**src/rtl/sdes_pkg.sv**
```systemverilog
// Shared definitions for the S-DES sequential engine: FSM states and the
// fixed bit permutations. Bit 1 of the classic tables is the MSB of each word.
package sdes_pkg;

  typedef enum logic [2:0] {
    IDLE   = 3'd0,
    KEYGEN = 3'd1,
    ROUND1 = 3'd2,
    ROUND2 = 3'd3,
    DONE   = 3'd4
  } state_t;

  // P10: 3 5 2 7 4 10 1 9 8 6
  function automatic logic [9:0] p10(input logic [9:0] k);
    return {k[7], k[5], k[8], k[3], k[6], k[0], k[9], k[1], k[2], k[4]};
  endfunction

  // Circular left shift by one of each 5-bit half
  function automatic logic [9:0] ls1(input logic [9:0] k);
    return {k[8:5], k[9], k[3:0], k[4]};
  endfunction

  // P8: 6 3 7 4 8 5 10 9 (bits 1 and 2 are dropped)
  function automatic logic [7:0] p8(input logic [9:0] k);
    return {k[4], k[7], k[3], k[6], k[2], k[5], k[0], k[1]};
  endfunction

  // IP: 2 6 3 1 4 8 5 7
  function automatic logic [7:0] ip(input logic [7:0] d);
    return {d[6], d[2], d[5], d[7], d[4], d[0], d[3], d[1]};
  endfunction

  // IP^-1: 4 1 3 5 7 2 8 6
  function automatic logic [7:0] ip_inv(input logic [7:0] d);
    return {d[4], d[7], d[5], d[3], d[1], d[6], d[0], d[2]};
  endfunction

  // EP: 4 1 2 3 2 3 4 1 on a 4-bit half
  function automatic logic [7:0] ep(input logic [3:0] r);
    return {r[0], r[3], r[2], r[1], r[2], r[1], r[0], r[3]};
  endfunction

  // P4: 2 4 3 1
  function automatic logic [3:0] p4(input logic [3:0] s);
    return {s[2], s[0], s[1], s[3]};
  endfunction

  // S-box lookup: row = {b1,b4}, col = {b2,b3}, entry idx = row*4+col
  function automatic logic [1:0] sbox(input logic [31:0] tab, input logic [3:0] n);
    logic [3:0] idx;
    idx = {n[3], n[0], n[2], n[1]};
    return tab[{idx, 1'b0} +: 2];
  endfunction

endpackage

```
**src/rtl/sdes_fk.sv**
```systemverilog
// Combinational S-DES round function fk: left nibble XOR F(right, subkey),
// right nibble passes through unchanged.
module sdes_fk
  import sdes_pkg::*;
(
  input  logic [7:0]  data,
  input  logic [7:0]  subkey,
  input  logic [31:0] s0,
  input  logic [31:0] s1,
  output logic [7:0]  result
);

  logic [7:0] mixed;
  logic [3:0] f_out;

  assign mixed  = ep(data[3:0]) ^ subkey;
  assign f_out  = p4({sbox(s0, mixed[7:4]), sbox(s1, mixed[3:0])});
  assign result = {data[7:4] ^ f_out, data[3:0]};

endmodule

```
**src/rtl/sdes_seq_engine.sv**
```systemverilog
// Multi-cycle S-DES encrypt/decrypt engine with a one-entry subkey cache.
// One fk instance is shared by both rounds; the key schedule runs in KEYGEN.
module sdes_seq_engine
  import sdes_pkg::*;
#(
  parameter int KEY_CACHE = 1
) (
  input  logic        clk,
  input  logic        rst_n,
  input  logic        in_valid,
  output logic        in_ready,
  input  logic        mode,
  input  logic [7:0]  data_in,
  input  logic [9:0]  key,
  input  logic [31:0] S0,
  input  logic [31:0] S1,
  output logic        out_valid,
  input  logic        out_ready,
  output logic [7:0]  data_out,
  output logic        busy
);

  state_t      state_reg;
  logic        mode_reg;
  logic [7:0]  data_reg;
  logic [9:0]  key_reg;
  logic [31:0] s0_reg;
  logic [31:0] s1_reg;
  logic [7:0]  work_reg;
  logic [7:0]  k1_reg;
  logic [7:0]  k2_reg;
  logic [9:0]  cache_key_reg;
  logic        cache_valid_reg;
  logic        in_ready_reg;
  logic        busy_reg;
  logic        out_valid_reg;
  logic [7:0]  data_out_reg;

  logic [9:0]  ls1_key;
  logic [9:0]  ls3_key;
  logic [7:0]  k1_next;
  logic [7:0]  k2_next;
  logic        cache_hit;
  logic        use_k1;
  logic [7:0]  fk_data;
  logic [7:0]  fk_key;
  logic [7:0]  fk_result;

  // Key schedule works from the latched key so late input changes cannot leak in
  assign ls1_key = ls1(p10(key_reg));
  assign ls3_key = ls1(ls1(ls1_key));
  assign k1_next = p8(ls1_key);
  assign k2_next = p8(ls3_key);

  // Hit compares the live key against the cached one; subkeys depend only on key
  assign cache_hit = (KEY_CACHE != 0) && cache_valid_reg && (key == cache_key_reg);

  // Round 1 takes K1 when encrypting, round 2 takes K1 when decrypting
  assign use_k1  = (state_reg == ROUND1) ? ~mode_reg : mode_reg;
  assign fk_key  = use_k1 ? k1_reg : k2_reg;
  assign fk_data = (state_reg == ROUND1) ? ip(data_reg) : work_reg;

  sdes_fk u_fk (
    .data   (fk_data),
    .subkey (fk_key),
    .s0     (s0_reg),
    .s1     (s1_reg),
    .result (fk_result)
  );

  // Sequencer: latches a request, runs keygen/rounds and holds the result until taken
  always_ff @(posedge clk or negedge rst_n) begin
    if (!rst_n) begin
      state_reg       <= IDLE;
      mode_reg        <= 1'b0;
      data_reg        <= 8'h00;
      key_reg         <= 10'h000;
      s0_reg          <= 32'h0;
      s1_reg          <= 32'h0;
      work_reg        <= 8'h00;
      k1_reg          <= 8'h00;
      k2_reg          <= 8'h00;
      cache_key_reg   <= 10'h000;
      cache_valid_reg <= 1'b0;
      in_ready_reg    <= 1'b1;
      busy_reg        <= 1'b0;
      out_valid_reg   <= 1'b0;
      data_out_reg    <= 8'h00;
    end else begin
      case (state_reg)
        IDLE: begin
          if (in_valid) begin
            mode_reg     <= mode;
            data_reg     <= data_in;
            key_reg      <= key;
            s0_reg       <= S0;
            s1_reg       <= S1;
            in_ready_reg <= 1'b0;
            busy_reg     <= 1'b1;
            state_reg    <= cache_hit ? ROUND1 : KEYGEN;
          end
        end
        KEYGEN: begin
          k1_reg          <= k1_next;
          k2_reg          <= k2_next;
          cache_key_reg   <= key_reg;
          cache_valid_reg <= 1'b1;
          state_reg       <= ROUND1;
        end
        ROUND1: begin
          work_reg  <= {fk_result[3:0], fk_result[7:4]};
          state_reg <= ROUND2;
        end
        ROUND2: begin
          data_out_reg  <= ip_inv(fk_result);
          out_valid_reg <= 1'b1;
          state_reg     <= DONE;
        end
        DONE: begin
          if (out_ready) begin
            out_valid_reg <= 1'b0;
            in_ready_reg  <= 1'b1;
            busy_reg      <= 1'b0;
            state_reg     <= IDLE;
          end
        end
        default: begin
          out_valid_reg <= 1'b0;
          in_ready_reg  <= 1'b1;
          busy_reg      <= 1'b0;
          state_reg     <= IDLE;
        end
      endcase
    end
  end

  assign in_ready  = in_ready_reg;
  assign busy      = busy_reg;
  assign out_valid = out_valid_reg;
  assign data_out  = data_out_reg;

endmodule

```
**config.mk**
```make
export PLATFORM = sky130hd
export DESIGN_NAME = sdes_seq_engine
export DESIGN_NICKNAME = d
export VERILOG_FILES = /design/src/rtl/sdes_pkg.sv /design/src/rtl/sdes_fk.sv /design/src/rtl/sdes_seq_engine.sv
export SDC_FILE = /design/constraint.sdc
export NUM_CORES = 1
export LEC_CHECK = 0
export CORE_ASPECT_RATIO = 0.75
export CORE_MARGIN = 3
export CORE_UTILIZATION = 55
export CTS_BUF_LIST = sky130_fd_sc_hd__clkbuf_4 sky130_fd_sc_hd__clkbuf_8 sky130_fd_sc_hd__clkbuf_16
export CTS_CLUSTER_DIAMETER = 100
export DETAILED_ROUTE_END_ITERATION = 16
export PLACE_DENSITY = 0.82
export SYNTH_ARGS = -nofsm -noshare
export SYNTH_HDL_FRONTEND = slang
export SYNTH_SLANG_ARGS = --single-unit
export TNS_END_PERCENT = 100
```
**constraint.sdc**
```tcl
create_clock -name clk -period 4.64 [get_ports clk]
set_input_delay 1.16 -clock clk [delete_from_list [all_inputs] [get_ports clk]]
set_output_delay 1.16 -clock clk [all_outputs]
set_load 0.005 [all_outputs]
```
==> results of run 1 <==
cell type report:
| type | instances | area share |
|---|---|---|
| clock buffer | 24 | 0.06757 |
| sequential | 116 | 0.3951 |
| clock inverter | 5 | 0.01362 |
| inverter | 6 | 0.003064 |
| multi-input combinational | 298 | 0.3607 |
| timing repair buffer | 101 | 0.1375 |
| tap | 132 | 0.02247 |
layer usage:
layer | vias to the layer above | share of wire
met4 | 0 | 0.021
met3 | 25 | 0.059
met5 | - | 0
li1 | 1791 | -
met2 | 121 | 0.46
met1 | 1949 | 0.46
through the flow:
stage	hold WS, ns	instances	util	power [mW]
after CTS	0.4711	682	0.7432	6.594
final	0.4716	682	0.7432	6.567
after global placement	0.4504	653	0.6829	5.069
after floorplan	0.4380	443	-	4.531
after detailed placement	0.4581	653	0.6829	5.214
after global routing	0.4911	682	0.7432	6.967
power groups by stage:
| stage | Clock (mW) | Combinational (mW) | Sequential (mW) |
|---|---|---|---|
| 6_report | 1.32 | 3.23 | 2.01 |
| 5_1_grt | 1.39 | 3.51 | 2.07 |
| 4_1_cts | 1.35 | 3.24 | 2.00 |
| 3_5_place_dp | 0 | 3.21 | 2.01 |
| 3_3_place_gp | 0 | 3.09 | 1.98 |
| 2_1_floorplan | 0 | 2.73 | 1.80 |
cell families (layout without fill, tap and decap cells):
kind of cell | after synthesis | after routing | synth area share
flops | 116 | 116 | 0.5087
xor+xnor | 21 | 21 | 0.03221
compound gates | 45 | 45 | 0.05764
mux | 163 | 163 | 0.3123
simple gates | 69 | 69 | 0.06049
buf+inv | 29 | 136 | 0.02871
cell usage in the layout (no fill, tap or decap), types with 2 or more instances in the layout:
cell type | synthesis | layout
nand2b_1 | 5 | 5
o22a_1 | 2 | 2
nand2_1 | 35 | 35
o22ai_1 | 2 | 2
a22o_1 | 2 | 2
o211ai_1 | 2 | 2
nand4_1 | 3 | 3
and2_1 | 4 | 4
nor3b_2 | 1 | 2
clkbuf_4 | 0 | 4
clkinv_2 | 0 | 2
xnor2_1 | 17 | 17
clkbuf_16 | 0 | 17
mux2i_4 | 2 | 2
nor2_1 | 7 | 7
o21ai_0 | 8 | 8
a22oi_1 | 3 | 3
a221o_1 | 2 | 2
buf_4 | 1 | 4
xor2_1 | 4 | 4
o21a_1 | 2 | 2
dfrtp_1 | 115 | 115
a211o_1 | 2 | 2
a21oi_1 | 8 | 8
clkdlybuf4s50_1 | 0 | 96
nand3b_1 | 2 | 2
mux2i_1 | 63 | 63
clkbuf_8 | 0 | 3
bufinv_16 | 0 | 3
nor3_1 | 3 | 2
o21ai_1 | 5 | 5
o221ai_1 | 2 | 2
nand3_1 | 3 | 3
inv_1 | 6 | 6
mux2_2 | 97 | 97
critical path: stages (launching register included):
cell,delay (ns)
dfrtp_1,0.69
mux2i_1,0.35
xnor2_1,0.14
mux2i_4,0.63
mux2i_1,0.35
mux2i_1,0.13
mux2i_1,0.17
mux2_2,0.22
xor2_1,0.19
o21ai_1,0.08
worst min path at each step:
| stage | startpoint | endpoint | slack, ns | depth (start not counted) |
|---|---|---|---|---|
| final | cache_valid_reg$_DFFE_PN0P_ | cache_valid_reg$_DFFE_PN0P_ | 0.47 | 1 |
| after floorplan | work_reg[4]$_DFFE_PN0P_ | work_reg[4]$_DFFE_PN0P_ | 0.44 | 2 |
| after global routing | cache_valid_reg$_DFFE_PN0P_ | cache_valid_reg$_DFFE_PN0P_ | 0.49 | 1 |
| after detailed placement | cache_valid_reg$_DFFE_PN0P_ | cache_valid_reg$_DFFE_PN0P_ | 0.46 | 1 |
| after global placement | cache_valid_reg$_DFFE_PN0P_ | cache_valid_reg$_DFFE_PN0P_ | 0.45 | 1 |
| after CTS | cache_valid_reg$_DFFE_PN0P_ | cache_valid_reg$_DFFE_PN0P_ | 0.47 | 1 |
==> metrics.md, run 1 <==
| Metric | Value |
|---|---|
| Internal power | about 4.2 mW |
| Initial antenna violation count | 0 |
| Vias | 3886 |
| R2R setup slack | 1.55 ns |
| Worst VDD drop | between 0.4 and 0.5 mV |
| Syn_nets | 530 |
| Top-Level Pins | 98 |
| Die height | 94.24 um |
| Slew at the pin closest to its max-slew limit | ~0.95 ns |
| Rel. slew slack | 0.3621 |
| CTS Buf Count | 17 |
| Sw power | roughly 2.4 mW |
| Vias in the first global route | 3982 |
| Slew Limit Fails | 0 |
| Critical path peak fanout | 17 |
| Setup TNS | 0 ns |
| Kind of end point of the critical path | flip-flop |
| Final Cell Area | approximately 7400 sq um |
| Synth async-reset ratio | 1.000 |
| Final setup violation count | 0 |
| Diodes inserted | 0 |
| Starting density of the core | 0.5772 |
| DR WL/cell | 18.72 um |
| Post-placement cell area | 6754 sq um |
| Syn_area_per_cell | ~13 sq um |
| Primary FF master, synth | dfrtp_1 |
| Area growth, synth to finish | 28.75% |
| Nets | between 600 and 700 |
| Vias per cell | approximately 5.7 |
| Crit path kind | reg2reg |
| Sequential cell area | between 2000 and 3000 sq um |
| CTS sink cnt | 116 |
| Busiest layer in global routing | met2 |
| Comb pwr share | 0.492 |
| Post-DP HPWL | between 8 and 9 mm |
| Die Width | 123.6 um |
| Yosys cell types | between 40 and 50 |
| Register-to-Register Path Depth | 9 |
| RSZ-0062 raised after global routing | false |
| Worst R2R End | work_reg[1]$_DFFE_PN0P_ |
| DIE AREA | roughly 12000 sq um |
| Pre-CTS setup slack | 1.608 ns |
| Setup bufs post-CTS | 0 |
| Cts repair resizes | 0 |
| Hold Crit Class | reg2reg |
| Reg power frac | 0.307 |
| Maxcap violations | 0 |
| Gr ovfl total | 0 |
| CTS tree | done |
| Power density cells | between 800 and 900 nW/um^2 |
| Leak | 3.156 nW |
| Run status | completed |
| DRC errors left | 0 |
| H-tree Lvls | 4 |
| Post-synth top cells | dfrtp_1 (115), mux2_2 (97), mux2i_1 (63) |
| Fin crit share | 0.6660 |
| Global-route wire length before repair | about 20 mm |
| Synthesized area | ~5700 sq um |
| Count leader, synth | dfrtp_1 |
| Synth area leader | dfrtp_1 |
| Worst Skew | about 0.007 ns |
| FMAX | about 320 MHz |
| Met3 Use GR | 0.06261 |
| Synth area leaders | dfrtp_1 (50%), mux2_2 (19%), mux2i_1 (11%) |
| Clock latency on the worst-skew pair | around 0.42 ns |
| Clock slew at reported path FFs | 0.05 ns |
| Gpl congestion | about 0.9 |
| Clock power share | 0.202 |
| Layout cells sized above 1 | 0.2636 |
| Post-route ant nets | 0 |
| Met2 usage | 0.3491 |
| Crit path DAT | approximately 3.4 ns |
| Critical Path Sink | work_reg[1]$_DFFE_PN0P_ |
| Final WL | between 10 and 15 mm |
| Hold-fix buffers at CTS | 0 |
| Synth top area share | 0.5041 |
| Initial DRC Count | roughly 280 |
| Post-synth EDFFs | 0 |
| Fill cells | between 600 and 700 |
| Overall Global Routing Usage | 0.2310 |
| Root Driver | clkbuf_16 |
| Largest net degree at the start of global routing | roughly 120 |
| Sw frac | 0.3651 |
| Fin. Hold Viols | 0 |
| Longest Clk Path Bufs | 2 |
| YS warnings | 0 |
| CP required | between 4 and 5 ns |
| Reg2Reg Launch Point | mode_reg$_DFFE_PN0P_ |
| Post-Syn Instances | 443 |
| PortBufs | between 90 and 100 |
| Post-synthesis sequential area ratio | 0.5087 |
| Core area | roughly 9900 sq um |
| Post-layout min period | between 3 and 4 ns |
| Multi-input gate area | approximately 2700 sq um |
| Crit. Startpoint | mode_reg$_DFFE_PN0P_ |
| Final worst slack | around 1.5 ns |
| Startpoint types | flip-flop |
| Register bit total from synthesis | 116 |
| DRT Pass-1 Iters | 4 |
| Met1 usage | 0.3099 |
| Cell row count | 31 |
(Power assumes the default switching activity.)
==> run 2, diff against run 1 <==
CORE_UTILIZATION = 53   (was 55)
PLACE_DENSITY = 0.8   (was 0.82)
clock period = 2.91 ns   (was 4.64 ns; I/O delays follow)
==> metrics.md, run 2 (synthesized netlist as in run 1, its figures left out) <==
| Metric | Value |
|---|---|
| Final Cell Area | approximately 7500 sq um |
| Fin. Hold Viols | 0 |
| Crit path DAT | 3.06 ns |
| DIE AREA | 12070 sq um |
| Hold-fix buffers at CTS | 0 |
| DRT Pass-1 Iters | 4 |
| Fin crit share | 0.9514 |
| Initial antenna violation count | 0 |
| Core area | between 10000 and 15000 sq um |
| Crit. Startpoint | state_reg[0]$_DFFE_PN0P_ |
| Post-layout min period | about 2.8 ns |
| Largest net degree at the start of global routing | 57 |
| Kind of end point of the critical path | flip-flop |
| Met3 Use GR | 0.05380 |
| Final std cells w/o fill | between 700 and 800 |
| Post-placement cell area | about 7000 sq um |
| DR WL/cell | between 15 and 20 um |
| Hold Crit Class | in2async |
| Leak | between 3 and 4 nW |
| Diodes inserted | 0 |
| Final WL | between 10 and 15 mm |
| CTS sink cnt | 116 |
| Vias per cell | about 5.5 |
| Run status | completed |
| RSZ-0062 raised after global routing | false |
| Slew Limit Fails | 0 |
| Power after layout | about 11 mW |
| Busiest layer in global routing | met2 |
| Power density cells | around 1400 nW/um^2 |
| Layout cells sized above 1 | 0.2938 |
| Met1 usage | 0.3062 |
| Initial DRC Count | 228 |
| Setup TNS | 0 ns |
| DRC errors left | 0 |
| Global-route wire length before repair | between 20 and 25 mm |
| Met2 usage | 0.3434 |
| Critical Path Sink | work_reg[1]$_DFFE_PN0P_ |
| Worst Skew | approximately 0.0084 ns |
| Post-DP HPWL | 9.062 mm |
| Gpl congestion | slightly below 0.9 |
| Final setup violation count | 0 |
| Register-to-Register Path Depth | 9 |
| Hold WS | around 0.28 ns |
| Maxcap violations | 0 |
| Vias in the first global route | about 4100 |
| Cell row count | 32 |
| CTS Buf Count | 17 |
| FMAX | ~360 MHz |
| Final worst slack | around 0.14 ns |
| Clock latency on the worst-skew pair | just over 0.4 ns |
| Final core utilization | 0.7195 |
| Critical path peak fanout | 14 |
| Placed insts | ~670 |
| Top-Level Pins | about 100 |
| Reg2Reg Launch Point | state_reg[0]$_DFFE_PN0P_ |
| H-tree Lvls | 4 |
| Clock slew at reported path FFs | around 0.06 ns |
| CTS tree | done |
| PortBufs | 97 |
| Area growth, synth to finish | 31.19% |
| Vias | around 3900 |
| Rel. slew slack | 0.5621 |
| Leading cell type in the layout, fill and taps excluded | dfrtp_1 |
| Fill cells | approximately 730 |
| Worst R2R End | work_reg[1]$_DFFE_PN0P_ |
| Root Driver | clkbuf_16 |
| Die Width | 125.8 um |
| CP required | 3.20 ns |
| Most frequent cells in the layout | dfrtp_1 (114), mux2_2 (97), clkdlybuf4s50_1 (96) |
| Slew at the pin closest to its max-slew limit | around 0.66 ns |
| Die height | ~96 um |
| Overall Global Routing Usage | 0.2226 |
| Startpoint types | flip-flop |
| R2R setup slack | between 0.1 and 0.15 ns |
| Longest Clk Path Bufs | 2 |
| Crit path kind | reg2reg |
| Pre-CTS setup slack | 0.002655 ns |
| Worst VDD drop | between 0.7 and 0.8 mV |
| Gr ovfl total | 0 |
| Starting density of the core | 0.5484 |
| Nets | around 640 |
| Post-route ant nets | 0 |
run 2: cell count changes in the layout (fill, tap and decap cells not counted), sizes merged:
cell / previous run / this run
clkinvlp: 0 / 4
clkbuf: 24 / 18
buf: 5 / 17
bufinv: 3 / 1
clkinv: 2 / 5
inv: 6 / 10
run 2: repair_timing:
action,CTS,global route
endpoints found under the setup margin,1,8
resized for setup,1,8
pin swaps,0,3
buffers inserted,0,1
hold endpoints to repair,0,0
run 2: worst max-delay path: stages (launching register included):
cell	delay, ns
dfrtp_1	0.43
or3b_4	0.49
nand2b_2	0.15
o221ai_1	0.15
a211o_4	0.44
mux2i_1	0.24
mux2i_1	0.12
mux2_2	0.33
xor2_1	0.21
o21ai_1	0.09
run 2: power breakdown:
| part | leakage [nW] | total, mW | switching, mW | internal [mW] |
|---|---|---|---|---|
| combinational | 1.56 | 5.67 | 2.58 | 3.09 |
| sequential | 1.38 | 3.12 | 0.668 | 2.45 |
| clock | 0.267 | 1.96 | 0.772 | 1.19 |
| total | 3.20 | 10.8 | 4.02 | 6.73 |
run 2: cell type report:
class / instances / area (sq um) / area share
inverter: 6 / 22.52 / 0.003007
multi-input combinational: 298 / 2680 / 0.3578
timing repair buffer: 113 / 1151 / 0.1537
sequential: 116 / 2905 / 0.3879
clock inverter: 14 / 127.6 / 0.01704
tap: 136 / 170.2 / 0.02272
clock buffer: 18 / 432.9 / 0.05780
run 2: worst min path at each step:
stage / start / to / cells after the start
CTS: rst_n / busy$_DFFE_PN0P_ / 1
finish: rst_n / busy$_DFFE_PN0P_ / 1
detailed placement: cache_valid_reg$_DFFE_PN0P_ / cache_valid_reg$_DFFE_PN0P_ / 1
floorplan: rst_n / busy$_DFFE_PN0P_ / 0
global route: rst_n / key_reg[9]$_DFFE_PN0P_ / 1
global placement: cache_valid_reg$_DFFE_PN0P_ / cache_valid_reg$_DFFE_PN0P_ / 1
run 2: metal layers:
metal,part of all wire,up-vias
met2,0.47,113
li1,-,1809
met3,0.060,17
met1,0.46,1926
met5,0,-
met4,0.012,0
==> run 3, diff against run 2 <==
PLACE_DENSITY = 0.91   (was 0.8)
SETUP_SLACK_MARGIN = 0.4   (was default)
==> metrics.md, run 3 (synthesized netlist as in run 1, its figures left out) <==
| Metric | Value |
|---|---|
| Gr ovfl total | 0 |
| Overall Global Routing Usage | 0.2501 |
| Rel. slew slack | 0.5461 |
| Final WL | 14.62 mm |
| Diodes inserted | 0 |
| Power after layout | approximately 12 mW |
| RSZ-0062 raised after global routing | true |
| Worst VDD drop | approximately 0.80 mV |
| Root Driver | clkbuf_16 |
| Largest net degree at the start of global routing | 53 |
| DIE AREA | around 12000 sq um |
| Fin. Hold Viols | 0 |
| CP required | approximately 3.2 ns |
| Leading cell type in the layout, fill and taps excluded | dfrtp_1 |
| Placed insts | about 670 |
| Final worst slack | ~0.14 ns |
| Kind of end point of the critical path | flip-flop |
| Cell row count | 32 |
| Fill cells | ~650 |
| FMAX | between 300 and 400 MHz |
| Most frequent cells in the layout | dfrtp_1 (113), clkdlybuf4s50_1 (96), mux2_2 (95) |
| Crit path kind | reg2reg |
| Post-layout min period | 2.772 ns |
| Run status | completed |
| Area growth, synth to finish | 38.20% |
| CTS tree | done |
| H-tree Lvls | 4 |
| Hold Crit Class | in2async |
| Clock slew at reported path FFs | 0.06 ns |
| Die height | between 90 and 100 um |
| Worst path max stage delay | around 0.47 ns |
| Longest Clk Path Bufs | 2 |
| Cell Chain, Critical Path | or3b_4 > buf_6 > nand3b_1 > a21oi_2 > a211o_4 > buf_4 > mux2i_2 > mux2i_1 > mux2_4 > xor2_2 > o21ai_1 |
| Hold WS | 0.3486 ns |
| Power density cells | 1580 nW/um^2 |
| Layout cells sized above 1 | 0.3517 |
| Initial DRC Count | 240 |
| Fin crit share | 0.9524 |
| Leak | ~3.3 nW |
| Startpoint types | flip-flop |
| Slew at the pin closest to its max-slew limit | approximately 0.68 ns |
| CTS Buf Count | 17 |
| Core area | 10410 sq um |
| Post-placement cell area | 6879 sq um |
| PortBufs | 97 |
| Nets | around 650 |
| Clock latency on the worst-skew pair | ~0.42 ns |
| Slew Limit Fails | 0 |
| Vias | just over 4000 |
| Worst Skew | around 0.0095 ns |
| Vias in the first global route | ~4300 |
| Global-route wire length before repair | between 20 and 25 mm |
| Maxcap violations | 0 |
| Final std cells w/o fill | approximately 720 |
| Slowest library cell on the worst path | or3b_4 |
| Top-Level Pins | just under 100 |
| DR WL/cell | ~20 um |
| Starting density of the core | 0.5484 |
| Final core utilization | 0.7579 |
| Crit path DAT | slightly above 3 ns |
| Final Cell Area | 7890 sq um |
| Vias per cell | approximately 5.7 |
| DRC errors left | 0 |
| Critical path peak fanout | 8 |
| Post-DP HPWL | between 9 and 10 mm |
| Pre-CTS setup slack | 0.1166 ns |
| DRT Pass-1 Iters | 4 |
| CTS sink cnt | 116 |
| Setup TNS | 0 ns |
| Initial antenna violation count | 0 |
| Die Width | about 130 um |
| Final setup violation count | 0 |
| Gpl congestion | between 0.8 and 0.9 |
| Post-route ant nets | 0 |
[run 3: report_power, final]
group,total (mW),leakage (nW),switching [mW],internal [mW]
sequential,3.20,1.38,0.743,2.46
clock,2.19,0.305,0.820,1.37
combinational,7.08,1.67,3.12,3.95
total,12.5,3.35,4.69,7.78
[run 3: what timing repair did]
action                                 CTS  global route
endpoints found under the hold margin    0             0
gates resized for setup                 38            13
setup endpoints to repair                8             8
hold buffers                             0             0
cloned                                   2             0
pin swaps                                9             3
setup buffers                           11             4
[run 3: worst max-delay path: cells and delay by family (launching register included)]
kind | cells | cell delay [ns]
compound gates | 3 | 0.60
xor+xnor | 1 | 0.16
buf+inv | 2 | 0.30
simple gates | 2 | 0.57
flops | 1 | 0.43
mux | 3 | 0.64
[run 3: final cells by class]
| class | instances | area (sq um) | area share |
|---|---|---|---|
| clock buffer | 17 | 425.4 | 0.05392 |
| clock inverter | 15 | 197.7 | 0.02506 |
| inverter | 6 | 22.52 | 0.002854 |
| multi-input combinational | 298 | 2836 | 0.3595 |
| sequential | 116 | 2907 | 0.3684 |
| tap | 136 | 170.2 | 0.02157 |
| timing repair buffer | 128 | 1331 | 0.1687 |
[run 3: final timing paths]
kind,start,end,slack (ns),depth (start not counted)
setup / recovery,state_reg[0]$_DFFE_PN0P_,work_reg[1]$_DFFE_PN0P_,0.14,11
hold / removal,rst_n,data_out[0]$_DFFE_PN0P_,0.35,1
setup reg to reg,state_reg[0]$_DFFE_PN0P_,work_reg[1]$_DFFE_PN0P_,0.14,11
hold reg to reg,cache_valid_reg$_DFFE_PN0P_,cache_valid_reg$_DFFE_PN0P_,0.49,1
max in group asynchronous,rst_n,s1_reg[7]$_DFFE_PN0P_,1.84,2
min in group clk,cache_valid_reg$_DFFE_PN0P_,cache_valid_reg$_DFFE_PN0P_,0.49,1
[run 3: layer usage]
metal / routed length (um) / GRT usage
met2: 7279 / 0.4150
met1: 6291 / 0.3263
met5: 0 / 0
met4: 220 / 0.08036
met3: 824 / 0.06600
